**src/rtl/mux4_arb_pkg.sv**
```systemverilog
// Shared constants for the four-way round-robin mux arbiter.
// State encoding is kept as plain constants so older netlists stay compatible.
package mux4_arb_pkg;

  localparam int N_REQ = 4;
  localparam int SEL_W = 2;

  localparam logic [0:0] IDLE  = 1'b0;
  localparam logic [0:0] GRANT = 1'b1;

endpackage

```
**src/rtl/MUX4X1.sv**
```systemverilog
// One-bit 4:1 mux cell; s1 picks the upper/lower pair, s0 picks within the pair.
module MUX4X1 (
  input  logic i0,
  input  logic i1,
  input  logic i2,
  input  logic i3,
  input  logic s0,
  input  logic s1,
  output logic out
);

  assign out = s1 ? (s0 ? i3 : i2) : (s0 ? i1 : i0);

endmodule

```
**src/rtl/rr_pick4.sv**
```systemverilog
// Rotating-priority picker: scans ptr, ptr+1, ... (mod 4) and reports the first
// asserted request as the winner.
module rr_pick4
  import mux4_arb_pkg::*;
(
  input  logic [N_REQ-1:0] req,
  input  logic [SEL_W-1:0] ptr,
  output logic [SEL_W-1:0] winner,
  output logic             any
);

  logic             found;
  logic [SEL_W-1:0] idx;

  always_comb begin
    winner = ptr;
    found  = 1'b0;
    idx    = ptr;
    any    = |req;
    for (int k = 0; k < N_REQ; k++) begin
      idx = ptr + SEL_W'(k);
      if (!found && req[idx]) begin
        winner = idx;
        found  = 1'b1;
      end
    end
  end

endmodule

```
**src/rtl/mux4_rr_arbiter.sv**
```systemverilog
// Round-robin arbiter sharing one WIDTH-bit 4:1 mux among four requesters,
// with tenures capped at MAX_BURST beats and a fixed one-cycle bubble between tenures.
module mux4_rr_arbiter
  import mux4_arb_pkg::*;
#(
  parameter int WIDTH     = 8,
  parameter int MAX_BURST = 4
) (
  input  logic                   clk,
  input  logic                   reset,
  input  logic [N_REQ-1:0]       req,
  input  logic [N_REQ*WIDTH-1:0] in_data,
  output logic [N_REQ-1:0]       gnt,
  output logic [N_REQ-1:0]       ack,
  output logic [SEL_W-1:0]       sel,
  output logic                   out_valid,
  output logic [WIDTH-1:0]       out_data,
  input  logic                   out_ready,
  output logic                   busy
);

  localparam int               CNT_W     = $clog2(MAX_BURST) + 1;
  localparam logic [CNT_W-1:0] LAST_BEAT = CNT_W'(MAX_BURST - 1);

  logic [0:0]       state_q, state_d;
  logic [SEL_W-1:0] ptr_q, ptr_d;
  logic [SEL_W-1:0] sel_q, sel_d;
  logic [N_REQ-1:0] gnt_q, gnt_d;
  logic [CNT_W-1:0] cnt_q, cnt_d;

  logic [SEL_W-1:0] winner;
  logic             anyReq;
  logic             xfer;

  rr_pick4 u_pick (
    .req    (req),
    .ptr    (ptr_q),
    .winner (winner),
    .any    (anyReq)
  );

  genvar b;
  generate
    for (b = 0; b < WIDTH; b++) begin : g_mux
      MUX4X1 u_mux (
        .i0  (in_data[0*WIDTH + b]),
        .i1  (in_data[1*WIDTH + b]),
        .i2  (in_data[2*WIDTH + b]),
        .i3  (in_data[3*WIDTH + b]),
        .s0  (sel_q[0]),
        .s1  (sel_q[1]),
        .out (out_data[b])
      );
    end
  endgenerate

  // Reset masks the handshake so no beat can slip through on the reset edge.
  assign out_valid = (state_q == GRANT) & req[sel_q] & ~reset;
  assign xfer      = out_valid & out_ready;
  assign ack       = gnt_q & req & {N_REQ{out_ready & ~reset}};
  assign gnt       = gnt_q;
  assign sel       = sel_q;
  assign busy      = (state_q == GRANT);

  always_comb begin
    state_d = state_q;
    ptr_d   = ptr_q;
    sel_d   = sel_q;
    gnt_d   = gnt_q;
    cnt_d   = cnt_q;
    if (state_q == IDLE) begin
      if (anyReq) begin
        state_d = GRANT;
        sel_d   = winner;
        gnt_d   = N_REQ'(1) << winner;
        cnt_d   = '0;
      end
    end else begin
      // A release or the final beat of a burst both close the tenure.
      if (!req[sel_q] || (xfer && cnt_q == LAST_BEAT)) begin
        state_d = IDLE;
        gnt_d   = '0;
        ptr_d   = sel_q + SEL_W'(1);
        cnt_d   = '0;
      end else if (xfer) begin
        cnt_d = cnt_q + CNT_W'(1);
      end
    end
  end

  always_ff @(posedge clk) begin
    if (reset) begin
      state_q <= IDLE;
      ptr_q   <= '0;
      sel_q   <= '0;
      gnt_q   <= '0;
      cnt_q   <= '0;
    end else begin
      state_q <= state_d;
      ptr_q   <= ptr_d;
      sel_q   <= sel_d;
      gnt_q   <= gnt_d;
      cnt_q   <= cnt_d;
    end
  end

endmodule

```
**config.mk**
```make
export PLATFORM = sky130hd
export DESIGN_NAME = mux4_rr_arbiter
export DESIGN_NICKNAME = d
export VERILOG_FILES = /design/src/rtl/mux4_arb_pkg.sv /design/src/rtl/MUX4X1.sv /design/src/rtl/rr_pick4.sv /design/src/rtl/mux4_rr_arbiter.sv
export SDC_FILE = /design/constraint.sdc
export NUM_CORES = 1
export LEC_CHECK = 0
export CAP_MARGIN = 20
export CORE_ASPECT_RATIO = 0.9
export CORE_MARGIN = 5
export CORE_UTILIZATION = 30
export DETAILED_ROUTE_END_ITERATION = 16
export HOLD_SLACK_MARGIN = 0.1
export PLACE_DENSITY = 0.68
export SLEW_MARGIN = 20
export SYNTH_ARGS = -nofsm -noshare
export SYNTH_HDL_FRONTEND = slang
export SYNTH_HIERARCHICAL = 1
export SYNTH_SLANG_ARGS = --single-unit
```
**constraint.sdc**
```tcl
create_clock -name clk -period 2.3 [get_ports clk]
set_input_delay 0.46 -clock clk [delete_from_list [all_inputs] [get_ports clk]]
set_output_delay 0.46 -clock clk [all_outputs]
set_load 0.03 [all_outputs]
```
==> summary.txt <==
Leak Pwr: 0.000665 uW
Mapped Area: 927 um^2
Ys Warns: 6
DR vias: 1058
cell-internal power: 480 uW
dpl cells: 204
GRT Resource Usage Total: 14.4%
Longest Clk Path Bufs: 2
Post-CTS Setup Inserts: 0
Sw Share: 35.0%
Worst path max stage delay: 0.51 ns
first-pass GRT wire length: 4.84 mm
largest fanout on the critical path: 2
DRT Wirelength: 3.17 mm
Initial Util: 30.7%
Layout Nets: 208
CTS tree: done
cts hold-fix bufs: 0
max_slew headroom: 77.0%
type of the most critical hold path: flip-flop to flip-flop
clock net sink count: 12
DRT iter0 DRCs: 25
Startpoint Class: input pin
Levels on crit path: 4
Worst path top cell family by delay: buffers and inverters
post_cts resized: 8
Die Y: 62.7 um
Max-cap violations: 0
net switching power: 258 uW
CP Class: input pin to output port
Pins Over Slew Limit: 0
area leader, netlist: dfxtp_1
setup_tns: 0 ns
Layout Cells excl Fill: 207
Syn Nets: 135
setup violators final: 0
FILL cells: 290
Register Area: 241 um^2
IO Pins: 59
fin crit share: 95.6%
area of the core: 3020 um^2
count of input and output buffers: 58
synth unique cells: 27
largest net degree at the start of global routing: 12
First-pass DRT Iterations: 4
Die W: 68.6 um
Core Util, Final: 54.9%
final instance area: 1660 um^2
Placed Area: 1640 um^2
clk_lat worst skew: 0.27 ns
Fmax: 455 MHz
total CTS buffers: 3
Worst-Margin Slew: 0.344 ns
multi-input combinational cell area: 638 um^2
hpwl dp: 2.66 mm
gr ovfl total: 0
Worst EP arrival: 1.74 ns
die area: 4300 um^2
Final ANT Viol Nets: 0
crit path cell chain: clkdlybuf4s50_1 -> mux4_2 -> and2_2 -> buf_4
area delta synth->final: 78.7%
H-Tree Level Count: 1
unrepaired setup endpoints after global routing: no
top-area cell type share of the netlist area: 25.9%
share of cells above drive strength 1: 22.4%
slowest cell on the critical path: mux4_2
minimum clock period: 2.20 ns
number of remaining DRC errors: 0
clock share of power: 17.0%
ranking of synthesized cells by area: dfxtp_1, mux4_2, mux2i_1
R2R depth: 5
Final Hold Vio Count: 0
sequential share of power: 33.2%
Logic pwr share: 49.8%
flops & latches, synth: 12
vias per cell: 5.11
overall power: 738 uW
GPL Wtd Cong: 0.803
syn avg cell area: 9.86 um^2
antenna fix cells: 0
Reg clk slew, reported paths: 0.07 ns
Max Clock Skew: 0.00550 ns
gate count of the mapped netlist: 94
Power per Cell Area: 446 nW/um^2
vias in the first global route: 1080
FP Rows: 19
antenna violations before repair: 0
Worst VDD drop: 0.257 mV
Crit. End Element: output port
WP data required: 1.84 ns
Root Driver: clkbuf_4
Bufs and invs on worst path: 2
post-DR wirelength/cell: 15.3 um
outcome: finished, final reports clean
Hold Crit Depth: 2
Seq/Total Area, Yosys: 25.9%
==> layer usage <==
metal	routed length, um	share of wire, %	vias to the layer above	GRT usage, %
li1	-	-	507	-
met2	1420	45	55	24.4
met1	1250	39	496	16.2
met4	0	0	0	2.98
met5	0	0	-	0
met3	501	16	0	6.29
==> kinds of logic (layout without fill, tap and decap cells) <==
group           after synthesis  in the layout  share of synthesized area, %
flops                        12             12                          25.9
mux                          14             14                          27.3
simple gates                 37             37                          24.0
compound gates               17             17                          13.9
xor+xnor                      1              1                         0.945
buf+inv                      11             82                          5.26
fa+ha+maj                     2              2                          2.70
==> worst reg2reg max path, cell delays in order, from the launching register on <==
cell     delay, ns
dfxtp_1       0.38
buf_4         0.16
mux4_2        0.53
buf_4         0.20
a31o_2        0.29
mux2i_1       0.13
==> per-stage QoR <==
stage | hold WS (ns) | worst slack [ns]
detailed placement | 0.484 | -0.123
global route | 0.527 | 0.0459
global placement | 0.461 | -0.106
floorplan | 0.452 | 0.00299
finish | 0.491 | 0.101
CTS | 0.496 | 0.0530
==> synth_stat cells <==
library cell / instances
clkbuf_1: 3
inv_1: 7
or3_1: 1
dfxtp_1: 12
a211oi_1: 1
and2_2: 2
nand4_1: 5
nand3b_1: 1
o21ai_0: 1
xor2_1: 1
a221oi_1: 2
mux4_2: 9
a221oi_2: 1
ha_1: 2
nand2b_1: 6
mux2i_1: 5
nor2_1: 6
a21oi_1: 5
nand3b_2: 1
buf_6: 1
nor2b_1: 4
a32oi_1: 4
nand4b_1: 3
nand2_1: 4
a31o_2: 1
and3_1: 4
a21o_1: 2
==> power by group through the flow <==
stage	Sequential, uW	Combinational, uW	Clock (uW)
final	245	368	125
after global routing	248	393	148
after CTS	245	371	133
after detailed placement	249	385	0
after global placement	248	379	0
after floorplan	273	175	0
==> final timing paths <==
path,from,endpoint,slack (ns)
worst max-delay path,req[3],out_valid,0.10
worst min-delay path,cnt_q[2],cnt_q[2],0.49
worst max register to register,sel[0],cnt_q[0],0.49
worst min register to register,cnt_q[2],cnt_q[2],0.49
==> state kept, by name, indices dropped and copies added (netlist names) <==
register and flops:
gnt 4, cnt_q 3, ptr_q 2, sel 2, busy 1
==> cell type report <==
type / count / share of cell area [%]
repair buffers: 72 / 40.8
flip-flops and latches: 12 / 14.6
clock buffers: 3 / 1.36
well taps: 42 / 3.17
multi-input cells: 71 / 38.5
inverters: 7 / 1.59
==> layout by cell type, fill, tap and decap left out, drive strengths merged, types with 6 or more instances in the layout <==
cell type	n
buf	19
nor2	6
mux4	9
dlygate4sd2	8
clkdlybuf4s50	45
nand2b	6
dfxtp	12
inv	7
(Power assumes the default switching activity.)
